## src/rtl/ifmap_distributor.sv

```systemverilog
// Owns the PE pointer and ifG counter and bursts one ifmap group per request into one PE or all PEs.
// Reads in cycles 1..GROUP_LEN after ifwen, writes one cycle later, and load_done pulses at GROUP_LEN+2.
// Commands arriving mid-burst are dropped; with IFD_BUSY_ERR_EN defined they also set a sticky err flag.
module ifmap_distributor #(
    parameter int PE_COUNT  = 3,
    parameter int DATA_W    = 16,
    parameter int ADDR_W    = 10,
    parameter int SP_AW     = 4,
    parameter int GROUP_LEN = 4,
    parameter int IFG_COUNT = 8
) (
    input  logic                clk,
    input  logic                rst,
    input  logic                rst_dp,
    input  logic                en_onehot,
    input  logic                cnt_ifG,
    input  logic                ifwen,
    input  logic                sel_addr,
    output logic [ADDR_W-1:0]   mem_addr,
    output logic                mem_ren,
    input  logic [DATA_W-1:0]   mem_rdata,
    output logic [PE_COUNT-1:0] pe_wen,
    output logic [SP_AW-1:0]    pe_waddr,
    output logic [DATA_W-1:0]   pe_wdata,
    output logic [PE_COUNT-1:0] onehot,
    output logic                co_onehot,
    output logic                co_ifG,
`ifdef IFD_BUSY_ERR_EN
    output logic                err,
`endif
    output logic                load_busy,
    output logic                load_done
);
    localparam int IFG_W = (IFG_COUNT > 2) ? $clog2(IFG_COUNT) : 1;

    typedef enum logic [1:0] {IDLE, READ, LAST, DONE} state_t;

    state_t             state;
    logic [IFG_W-1:0]   ifg_cnt;
    logic [SP_AW-1:0]   k;
    logic               mode;
    logic [ADDR_W-1:0]  ptr_idx;
    logic [ADDR_W-1:0]  grp_base;
    logic [ADDR_W-1:0]  uni_base;
    logic               clear;

    assign clear     = rst | rst_dp;
    assign co_onehot = onehot[PE_COUNT-1];
    assign co_ifG    = (ifg_cnt == IFG_W'(IFG_COUNT - 1));
    // Write data is the memory return itself; zero whenever no PE is being written.
    assign pe_wdata  = (|pe_wen) ? mem_rdata : '0;

    always_comb begin
        ptr_idx = '0;
        for (int i = 0; i < PE_COUNT; i++) begin
            if (onehot[i]) ptr_idx = ADDR_W'(i);
        end
    end

    assign grp_base = ADDR_W'(ifg_cnt) * ADDR_W'(PE_COUNT * GROUP_LEN);
    assign uni_base = grp_base + ptr_idx * ADDR_W'(GROUP_LEN);

    always_ff @(posedge clk) begin
        if (clear) begin
            state     <= IDLE;
            onehot    <= PE_COUNT'(1);
            ifg_cnt   <= '0;
            k         <= '0;
            mode      <= 1'b0;
            mem_ren   <= 1'b0;
            mem_addr  <= '0;
            pe_wen    <= '0;
            pe_waddr  <= '0;
            load_busy <= 1'b0;
            load_done <= 1'b0;
        end else begin
            case (state)
                IDLE: begin
                    if (en_onehot)
                        onehot <= (onehot << 1) | (onehot >> (PE_COUNT - 1));
                    if (cnt_ifG)
                        ifg_cnt <= co_ifG ? '0 : ifg_cnt + 1'b1;
                    if (ifwen) begin
                        state     <= READ;
                        mode      <= sel_addr;
                        k         <= '0;
                        mem_ren   <= 1'b1;
                        mem_addr  <= sel_addr ? grp_base : uni_base;
                        load_busy <= 1'b1;
                    end
                end
                READ: begin
                    pe_wen   <= mode ? '1 : onehot;
                    pe_waddr <= k;
                    if (k == SP_AW'(GROUP_LEN - 1)) begin
                        state   <= LAST;
                        mem_ren <= 1'b0;
                    end else begin
                        k        <= k + 1'b1;
                        mem_addr <= mem_addr + 1'b1;
                    end
                end
                LAST: begin
                    pe_wen    <= '0;
                    load_busy <= 1'b0;
                    load_done <= 1'b1;
                    state     <= DONE;
                end
                default: begin
                    load_done <= 1'b0;
                    state     <= IDLE;
                end
            endcase
        end
    end

`ifdef IFD_BUSY_ERR_EN
    always_ff @(posedge clk) begin
        if (clear)
            err <= 1'b0;
        else if ((state != IDLE) && (ifwen | en_onehot | cnt_ifG))
            err <= 1'b1;
    end
`endif

endmodule

```

## config.mk

```make
export PLATFORM = sky130hd
export DESIGN_NAME = ifmap_distributor
export DESIGN_NICKNAME = d
export VERILOG_FILES = /design/src/rtl/ifmap_distributor.sv
export SDC_FILE = /design/constraint.sdc
export NUM_CORES = 1
export LEC_CHECK = 0
export BUFFER_PORTS_ARGS = -buffer_cell sky130_fd_sc_hd__buf_2
export CAP_MARGIN = 30
export CORE_MARGIN = 10
export CORE_UTILIZATION = 35
export CTS_CLUSTER_DIAMETER = 100
export DETAILED_ROUTE_END_ITERATION = 12
export PLACE_DENSITY_LB_ADDON = 0.3
export SETUP_SLACK_MARGIN = 0.02
export SYNTH_ARGS = -nofsm -noshare
export SYNTH_HDL_FRONTEND = slang
export SYNTH_SLANG_ARGS = --single-unit
```

## constraint.sdc

```tcl
create_clock -name clk -period 1.7 [get_ports clk]
set_input_delay 0.17 -clock clk [delete_from_list [all_inputs] [get_ports clk]]
set_output_delay 0.17 -clock clk [all_outputs]
set_load 0.02 [all_outputs]
```

### Word level (Yosys, flattened, before mapping)

Index checks and enable logic that the tools add are counted.

| storage, ports and cells | value |
|---|---|
| output and inout bits | 41 |
| logic and storage cells | 59 |
| register bits after elaboration | 33 |

| cells by class | value |
|---|---|
| multipliers | 1 |
| eq/ne operators | 7 |
| add/sub/neg operators | 4 |
| reductions and logical operators | 13 |
| muxes and demuxes | 21 |
| bitwise gates (word level) | 2 |

Operator list:

| kind | count |
|---|---|
| 10-bit two-way mux | 3 |
| 10-bit case mux with 2 select lines | 1 |
| 16-bit two-way mux | 1 |
| 10-bit by 1-bit adder with 10-bit output (second input constant) | 1 |
| 7-bit by 10-bit adder with 10-bit output | 1 |
| 2-bit AND reduction | 5 |
| 4-bit two-way mux | 2 |
| 4-bit case mux with 2 select lines | 1 |
| 2-bit two-way mux | 3 |
| 3-bit two-way mux | 2 |
| 2-bit inequality test (second input constant) | 3 |
| 1-bit case mux with 2 select lines | 3 |
| 2-bit case mux with 3 select lines | 1 |
| 3-bit case mux with 2 select lines | 1 |
| 3-bit AND reduction | 2 |
| 2-bit nonzero test | 3 |
| 3-bit by 2-bit multiplier with 5-bit output (second input constant) | 1 |
| 4-bit by 1-bit adder with 4-bit output (second input constant) | 1 |
| 4-bit by 2-bit equality test with 1-bit output (second input constant) | 1 |
| 3-bit by 1-bit adder with 3-bit output (second input constant) | 1 |
| 3-bit equality test (second input constant) | 1 |
| 1-bit two-way mux | 3 |
| 3-bit by 1-bit bitwise OR with 3-bit output | 1 |
| 3-bit OR reduction | 1 |
| other kinds (5) | 5 |

### Depth between registers and ports, before layout

Gate-level depths: netlist of the first run.

| depth | value |
|---|---|
| depth after elaboration | 6 |
| mapped depth | 9 |
| depth with buffers taken out | 9 |

### Worst setup path before layout of the first run

No wires, ideal clock.

| timing path | value |
|---|---|
| path type | register to register |
| start point | register onehot[1] |
| end point | register mem_addr[6] |
| setup slack | -0.262 ns |
| data required time | 1.568 ns |
| arrival time | 1.830 ns |
| buffers on the path | 0 |
| clock period less this slack | 1.962 ns |
| stages on the path, launching flop included | 10 |
| setup time | 0.132 ns |
| path through | dfxtp_1 nor2b_1 ha_1 inv_1 fa_1 nor3_1 nand2_1 xor2_1 a22oi_1 a21oi_1 |

| on the way | value |
|---|---|
| longest elaborated chain between the ends | 6 |

RTL lines:

| element | RTL line | source |
|---|---|---|
| from (decl) | 25 | `output logic [PE_COUNT-1:0] onehot,` |
| from (signal assigned) | 80 | `onehot <= (onehot << 1) \| (onehot >> (PE_COUNT - 1));` |
| 1-bit two-way mux | 56 | `if (onehot[i]) ptr_idx = ADDR_W'(i);` |
| 2-bit two-way mux | 56 |  |
| 7-bit by 10-bit adder with 10-bit output | 61 | `assign uni_base = grp_base + ptr_idx * ADDR_W'(GROUP_LEN);` |
| 10-bit two-way mux | 88 | `mem_addr <= sel_addr ? grp_base : uni_base;` |
| 10-bit two-way mux | 83 | `if (ifwen) begin` |
| 10-bit case mux with 2 select lines | 77 | `case (state)` |
| to (signal assigned) | 88 |  |
| to (signal assigned) | 100 | `mem_addr <= mem_addr + 1'b1;` |
| to (decl) | 19 | `output logic [ADDR_W-1:0] mem_addr,` |

No other way between the ends. The select of a mux whose other input is x is not followed.
A chain may end at the register's enable or synchronous reset.

### Worst setup path in the final report of the first run

| timing path | value |
|---|---|
| start point | register ifg_cnt[0] |
| end point | register mem_addr[6] |

| on the way | value |
|---|---|
| longest elaborated chain between the ends | 5 |

RTL lines:

| element | RTL line | source |
|---|---|---|
| from (decl) | 39 | `logic [IFG_W-1:0] ifg_cnt;` |
| from (signal assigned) | 82 | `ifg_cnt <= co_ifG ? '0 : ifg_cnt + 1'b1;` |
| 3-bit by 2-bit multiplier with 5-bit output (*) | 60 | `assign grp_base = ADDR_W'(ifg_cnt) * ADDR_W'(PE_COUNT * GROUP_LEN);` |
| 7-bit by 10-bit adder with 10-bit output | 61 |  |
| 10-bit two-way mux (*) | 88 |  |
| 10-bit two-way mux (*) | 83 |  |
| 10-bit case mux with 2 select lines (*) | 77 |  |

Mark *: on every way between the ends. The rest lies on a longest branch, timed or not. The select of a mux whose other input is x is not followed.

==> impl_summary.log, run 1 <==
[metrics] result of the run: finished, violations left
[metrics] violations in the final reports: negative setup slack
[metrics] final routed wirelength across all metal layers: 5150 µm
[metrics] vias per inst: 4.76
[metrics] GRT Overall Usage: 11.9%
[metrics] PD cells: 630 nW/µm²
[metrics] register area share after synthesis: 35.5%
[metrics] last weighted congestion value of the routability-driven placer: 0.780
[metrics] Pwr Total: 1730 µW
[metrics] Syn Area/Cell: 8.13 µm²
[metrics] number of diodes: 0
[metrics] maximum fanout count along the critical path: 2
[metrics] DP Area: 2490 µm²
[metrics] maximum ir drop on the vdd rail: 0.000319 V
[metrics] post-synth net total: 266
[metrics] final critical-path share of the clock period: 105%
[metrics] first-pass GRT wire length: 8480 µm
[metrics] PortBufs: 63
[metrics] number of hold buffers added after cts: 0
[metrics] transition time at the pin with the least slew margin: 0.518 ns
[metrics] clock tree root buffer cell: sky130_fd_sc_hd__clkbuf_8
[metrics] total of warnings raised by yosys: 0
[metrics] die width: 92.9 µm
[metrics] leakage power: 0.00124 µW
[metrics] Setup Viol. Count Final: 3
[metrics] post-detail-place hpwl: 3900 µm
[metrics] total number of nets in the final design: 363
[metrics] Arrival @ worst endpoint: 1.95 ns
[metrics] total vias in the final route: 1890
[metrics] via count of the first global-routing pass: 1909
[metrics] die height: 92.9 µm
[metrics] CORE AREA: 5140 µm²
[metrics] worst hold path class: input port to register
[metrics] Peak Freq: 558 MHz
[metrics] clock slew at the register clock pins of the worst setup and hold paths: 0.07 ns
[metrics] count of cell types in the netlist: 37
[metrics] layout overhead on the synthesized area: 47.4%
[metrics] DR DRC count: 0
[metrics] Remaining Overflow, GRT: 0
[metrics] required time at the worst-slack endpoint: 1.85 ns
[metrics] worst-case headroom to the max-slew limit: 65.5%
[metrics] number of max-cap violations: 0
[metrics] clock buffer count from CTS: 5
[metrics] clock latency reported for the late side of the worst-skew pair: 0.28 ns
[metrics] post-synthesis register bit count: 33
[metrics] wire per inst: 13.0 µm
[metrics] CP endpoint kind: register
[metrics] RSZ-0062 raised after global routing: yes
[metrics] CTS H-Tree Depth: 2
[metrics] hold violation count in the final report: 0
[metrics] area of the mapped netlist: 1860 µm²
[metrics] pin count of the biggest net entering global routing: 27
[metrics] pre-CTS setup slack: -0.137 ns
[metrics] antenna violation net count after detailed routing: 0
[metrics] die outline area: 8640 µm²
[metrics] antenna violations before repair: 1
[metrics] minimum clock period: 1.79 ns
[metrics] post-route worst setup slack: -0.0923 ns
[metrics] post-route standard cell area excluding fillers: 2750 µm²
[metrics] detailed-routing iteration count for the pre-antenna-repair pass: 4
[metrics] I/O pin count: 64
[metrics] worst hold margin: 0.163 ns
[metrics] Clock Skew: 0.00734 ns
[metrics] share of final-layout standard cells stronger than drive strength 1: 43.1%
[metrics] number of pins with negative max-slew slack in the final report: 0
[metrics] clock tree from TritonCTS: built
[metrics] maximum clock insertion buffer count: 2
[metrics] startpoint kind of the worst setup timing path: register
[metrics] type of the setup path with the least slack: register to register
[metrics] synthesized instance count: 229
[metrics] Initial Utilization: 36.2%
[metrics] clock net sink count: 33
[metrics] standard-cell rows: 26
[metrics] Initial DRC Count: 67
## per-stage QoR
step / util, % / setup TNS [ns] / std cells
5_1_grt: 53.4 / -0.595 / 397
2_1_floorplan: - / -0.0733 / 229
6_report: 53.4 / -0.192 / 397
4_1_cts: 51.7 / -0.109 / 395
3_5_place_dp: 48.4 / -0.256 / 385
3_3_place_gp: 48.4 / -0.127 / 385
## metal layers
metal  track usage [%]  share of wire [%]  vias to the layer above
li1                  -                  -                      969
met1              13.9                 45                      846
met2              17.8                 42                       70
met3              6.62                 12                        5
met4              4.24                1.4                        0
met5                 0                  0                        -
## critical path, stage by stage, from the launching register on
cell	delay [ns]
sky130_fd_sc_hd__dfxtp_4	0.35
sky130_fd_sc_hd__ha_4	0.16
sky130_fd_sc_hd__inv_2	0.05
sky130_fd_sc_hd__fa_2	0.46
sky130_fd_sc_hd__nor3_4	0.20
sky130_fd_sc_hd__nand2_1	0.08
sky130_fd_sc_hd__xor2_1	0.14
sky130_fd_sc_hd__a22oi_1	0.14
sky130_fd_sc_hd__a21oi_1	0.08
## kinds of logic (layout without fill, tap and decap cells)
kind of cell,count (synthesis),count (layout),share of synthesized area [%]
AND/OR/NAND/NOR,104,104,26.7
AO/OA/AOI/OAI,40,40,12.6
flip-flops,33,33,35.5
buffers and inverters,18,116,4.44
adder cells (fa/ha/maj),14,14,10.2
multiplexers,13,13,7.26
XOR/XNOR,7,7,3.29
## placed cells by master (no fill, tap or decap), types with 3 or more instances in the layout
master / count
sky130_fd_sc_hd__nand2_1: 21
sky130_fd_sc_hd__nor3_1: 6
sky130_fd_sc_hd__dfxtp_4: 3
sky130_fd_sc_hd__mux2_2: 4
sky130_fd_sc_hd__clkbuf_8: 5
sky130_fd_sc_hd__inv_1: 6
sky130_fd_sc_hd__xor2_1: 5
sky130_fd_sc_hd__dfxtp_2: 4
sky130_fd_sc_hd__buf_2: 64
sky130_fd_sc_hd__ha_1: 7
sky130_fd_sc_hd__mux2i_1: 9
sky130_fd_sc_hd__nor2b_1: 17
sky130_fd_sc_hd__dfxtp_1: 26
sky130_fd_sc_hd__buf_4: 34
sky130_fd_sc_hd__a22oi_1: 3
sky130_fd_sc_hd__a21oi_1: 18
sky130_fd_sc_hd__nand3_1: 11
sky130_fd_sc_hd__nor2_1: 32
sky130_fd_sc_hd__o21ai_0: 8
sky130_fd_sc_hd__ha_4: 4
## synth_stat cells
cell type	instances	share of area, %
sky130_fd_sc_hd__a21oi_1	19	5.1
sky130_fd_sc_hd__xnor2_1	2	0.94
sky130_fd_sc_hd__buf_4	1	0.40
sky130_fd_sc_hd__o21ai_0	9	2.4
sky130_fd_sc_hd__mux2_2	4	2.4
sky130_fd_sc_hd__or2_2	1	0.34
sky130_fd_sc_hd__nor2_1	34	6.9
sky130_fd_sc_hd__o22ai_1	2	0.67
sky130_fd_sc_hd__and4b_1	1	0.54
sky130_fd_sc_hd__nor3b_1	1	0.40
sky130_fd_sc_hd__and2_1	1	0.34
sky130_fd_sc_hd__a221oi_1	1	0.47
sky130_fd_sc_hd__nand4_1	2	0.67
sky130_fd_sc_hd__nor2b_1	19	6.4
sky130_fd_sc_hd__a211oi_2	1	0.67
sky130_fd_sc_hd__a211oi_1	1	0.40
sky130_fd_sc_hd__nand2b_1	1	0.34
sky130_fd_sc_hd__clkbuf_1	5	1.0
sky130_fd_sc_hd__o21a_1	1	0.40
sky130_fd_sc_hd__nand4b_1	1	0.47
sky130_fd_sc_hd__and3_1	1	0.34
sky130_fd_sc_hd__ha_1	12	8.1
sky130_fd_sc_hd__a211o_1	1	0.47
sky130_fd_sc_hd__dfxtp_1	33	35
sky130_fd_sc_hd__a22oi_1	3	1.2
sky130_fd_sc_hd__o211ai_1	1	0.40
sky130_fd_sc_hd__mux2i_1	9	4.8
sky130_fd_sc_hd__buf_6	1	0.60
sky130_fd_sc_hd__nand2_1	22	4.4
sky130_fd_sc_hd__and4_1	1	0.47
sky130_fd_sc_hd__nor3_1	8	2.2
sky130_fd_sc_hd__xor2_1	5	2.4
sky130_fd_sc_hd__fa_1	2	2.2
sky130_fd_sc_hd__inv_1	8	1.6
sky130_fd_sc_hd__nand3_1	11	3.0
sky130_fd_sc_hd__a21o_1	1	0.40
sky130_fd_sc_hd__buf_2	3	0.81
## where the power goes
group	switching (µW)	internal, µW
Clock	290	284
Combinational	187	166
Sequential	15.9	788
## cell type report
class	count	area, µm²
fill	507	2390
sequential	33	677
clock buffer	6	72.6
clock inverter	2	10.0
inverter	8	30.0
multi-input combinational	178	1270
tap	70	87.6
timing repair buffer	100	598
## flip-flops by register name (all words and copies together), names as in the netlist
name,flops
k,4
mem_addr,10
pe_wen,3
pe_waddr,4
mode,1
state,2
ifg_cnt,3
mem_ren,1
load_busy,1
load_done,1
onehot,3
## what timing repair did
action / CTS / global route
setup buffers: 1 / 3
gates cloned: 1 / 0
endpoints found under the hold margin: 0 / 0
resized for setup: 16 / 18
setup endpoints to repair: 8 / 12
pin swaps: 7 / 7
## final timing paths
kind	slack (ns)	cells past startpoint	end	startpoint
setup / recovery	-0.09	8	mem_addr[6]$_SDFFE_PP0P_	ifg_cnt[0]$_SDFFE_PP0P_
hold / removal	0.16	3	ifg_cnt[2]$_SDFFE_PP0P_	cnt_ifG
hold reg to reg	0.49	2	pe_waddr[0]$_SDFFE_PP0P_	pe_waddr[0]$_SDFFE_PP0P_
setup reg to reg	-0.09	8	mem_addr[6]$_SDFFE_PP0P_	ifg_cnt[0]$_SDFFE_PP0P_
Note: power is estimated with default switching activity, not from simulation.
==> inputs of run 2 (changes only) <==
--- a/config.mk
+++ b/config.mk
@@ -13,6 +13,7 @@
 export DETAILED_ROUTE_END_ITERATION = 12
 export PLACE_DENSITY_LB_ADDON = 0.3
 export SETUP_SLACK_MARGIN = 0.02
+export SKIP_CTS_REPAIR_TIMING = 1
 export SYNTH_ARGS = -nofsm -noshare
 export SYNTH_HDL_FRONTEND = slang
 export SYNTH_SLANG_ARGS = --single-unit
==> impl_summary.log, run 2 (synthesis results as in run 1) <==
[metrics] Final Core Density: 52.7%
[metrics] Filler cells: 516
[metrics] number of pins with negative max-slew slack in the final report: 0
[metrics] PD cells: 639 nW/µm²
[metrics] RSZ-0062 raised after global routing: yes
[metrics] CORE AREA: 5140 µm²
[metrics] post-route worst setup slack: -0.108 ns
[metrics] die height: 92.9 µm
[metrics] maximum clock insertion buffer count: 2
[metrics] first-pass GRT wire length: 8250 µm
[metrics] clock net sink count: 33
[metrics] standard-cell rows: 26
[metrics] last weighted congestion value of the routability-driven placer: 0.780
[metrics] die width: 92.9 µm
[metrics] number of diodes: 0
[metrics] number of max-cap violations: 0
[metrics] antenna violation net count after detailed routing: 0
[metrics] Peak Freq: 553 MHz
[metrics] clock latency reported for the late side of the worst-skew pair: 0.29 ns
[metrics] Clock Skew: 0.00874 ns
[metrics] Initial Utilization: 36.2%
[metrics] startpoint kind of the worst setup timing path: register
[metrics] total number of nets in the final design: 360
[metrics] number of flip-flops in the largest register: 10
[metrics] worst hold path class: input port to register
[metrics] CTS H-Tree Depth: 2
[metrics] clock tree root buffer cell: sky130_fd_sc_hd__clkbuf_8
[metrics] worst-case headroom to the max-slew limit: 65.5%
[metrics] CP endpoint kind: register
[metrics] transition time at the pin with the least slew margin: 0.518 ns
[metrics] post-detail-place hpwl: 3900 µm
[metrics] most frequent standard cell in the layout excluding fill and tap cells: sky130_fd_sc_hd__buf_2
[metrics] Top Registers: mem_addr (10), k (4), pe_waddr (4)
[metrics] number of standard cells in the final layout excluding fillers: 394
[metrics] Initial DRC Count: 63
[metrics] result of the run: finished, violations left
[metrics] relative contribution of combinational cells to total power: 20.2%
[metrics] wire per inst: 12.9 µm
[metrics] final critical-path share of the clock period: 106%
[metrics] type of the setup path with the least slack: register to register
[metrics] leakage power: 0.00121 µW
[metrics] detailed-routing iteration count for the pre-antenna-repair pass: 4
[metrics] final routed wirelength across all metal layers: 5090 µm
[metrics] clock buffer count from CTS: 5
[metrics] Setup Viol. Count Final: 2
[metrics] Remaining Overflow, GRT: 0
[metrics] clock slew at the register clock pins of the worst setup and hold paths: 0.08 ns
[metrics] required time at the worst-slack endpoint: 1.86 ns
[metrics] minimum clock period: 1.81 ns
[metrics] total vias in the final route: 1884
[metrics] pin count of the biggest net entering global routing: 27
[metrics] number of instances in the placed design: 385
[metrics] I/O pin count: 64
[metrics] hold violation count in the final report: 0
[metrics] switching power summed over all nets: 494 µW
[metrics] accumulated negative setup slack: -0.114 ns
[metrics] antenna violations before repair: 1
[metrics] commonest cells after routing, fill and taps aside: 64 x sky130_fd_sc_hd__buf_2, 33 x sky130_fd_sc_hd__nor2_1, 31 x sky130_fd_sc_hd__buf_4, 26 x sky130_fd_sc_hd__dfxtp_1, 22 x sky130_fd_sc_hd__nand2_1
[metrics] maximum ir drop on the vdd rail: 0.000313 V
[metrics] clock tree from TritonCTS: built
[metrics] vias per inst: 4.78
[metrics] die outline area: 8640 µm²
[metrics] Pwr Total: 1730 µW
[metrics] violations in the final reports: negative setup slack
[metrics] PortBufs: 63
[metrics] layout overhead on the synthesized area: 45.5%
[metrics] Arrival @ worst endpoint: 1.96 ns
[metrics] DR DRC count: 0
[metrics] internal power contribution: 1240 µW
[metrics] via count of the first global-routing pass: 1850
[metrics] share of total power consumed by net switching: 28.6%
[metrics] maximum fanout count along the critical path: 3
[metrics] Clk network pwr share: 33.4%
[metrics] GRT Overall Usage: 11.6%
[metrics] share of final-layout standard cells stronger than drive strength 1: 42.3%
[metrics] largest register by flop count: mem_addr
[metrics] part of the total power dissipated in sequential elements: 46.5%
-- run 2: cell count changes in the layout (fill, tap and decap cells not counted), sizes merged --
cell,delta
buf,-3
-- run 2: final timing paths --
path | start | end | slack (ns) | depth (start not counted)
worst min register to register | pe_waddr[0]$_SDFFE_PP0P_ | pe_waddr[0]$_SDFFE_PP0P_ | 0.49 | 2
worst min-delay path | cnt_ifG | ifg_cnt[2]$_SDFFE_PP0P_ | 0.16 | 3
worst max register to register | ifg_cnt[0]$_SDFFE_PP0P_ | mem_addr[6]$_SDFFE_PP0P_ | -0.11 | 8
worst max-delay path | ifg_cnt[0]$_SDFFE_PP0P_ | mem_addr[6]$_SDFFE_PP0P_ | -0.11 | 8
-- run 2: area by class of cell --
class,count,area [µm²],area share (%)
clock inverter,2,10.0,0.370
tap,70,87.6,3.23
timing repair buffer,97,576,21.2
inverter,8,30.0,1.11
sequential,33,677,25.0
clock buffer,6,72.6,2.68
multi-input combinational,178,1260,46.4
-- run 2: per-stage QoR --
step / cell area [µm²] / hold slack (ns) / setup slack (ns)
2_1_floorplan: 1890 / 0.317 / -0.0733
3_3_place_gp: 2490 / 0.452 / -0.0823
3_5_place_dp: 2490 / 0.459 / -0.137
4_1_cts: 2570 / 0.157 / -0.141
5_1_grt: 2710 / 0.183 / -0.270
6_report: 2710 / 0.160 / -0.108
-- run 2: critical path, cell delays in order, from the launching register on --
cell and delay [ns]:
sky130_fd_sc_hd__dfxtp_4 0.35, sky130_fd_sc_hd__ha_4 0.16, sky130_fd_sc_hd__inv_2 0.05, sky130_fd_sc_hd__fa_2 0.47, sky130_fd_sc_hd__nor3_4 0.20, sky130_fd_sc_hd__nand2_1 0.08, sky130_fd_sc_hd__xor2_1 0.14, sky130_fd_sc_hd__a22oi_1 0.14
sky130_fd_sc_hd__a21oi_1 0.08
-- run 2: power groups by stage --
| stage | registers, µW | clock network, µW | logic (µW) |
|---|---|---|---|
| finish | 803 | 577 | 349 |
| detailed placement | 820 | 0 | 311 |
| floorplan | 833 | 0 | 169 |
| CTS | 802 | 584 | 312 |
| global route | 806 | 620 | 385 |
| global placement | 819 | 0 | 307 |
-- run 2: metal layers --
layer | global-route usage, % | vias up | share of wire, %
met4 | 4.24 | 0 | 1.5
met2 | 17.0 | 72 | 42
met5 | 0 | - | 0
met3 | 6.62 | 6 | 11
met1 | 13.7 | 841 | 46
li1 | - | 965 | -
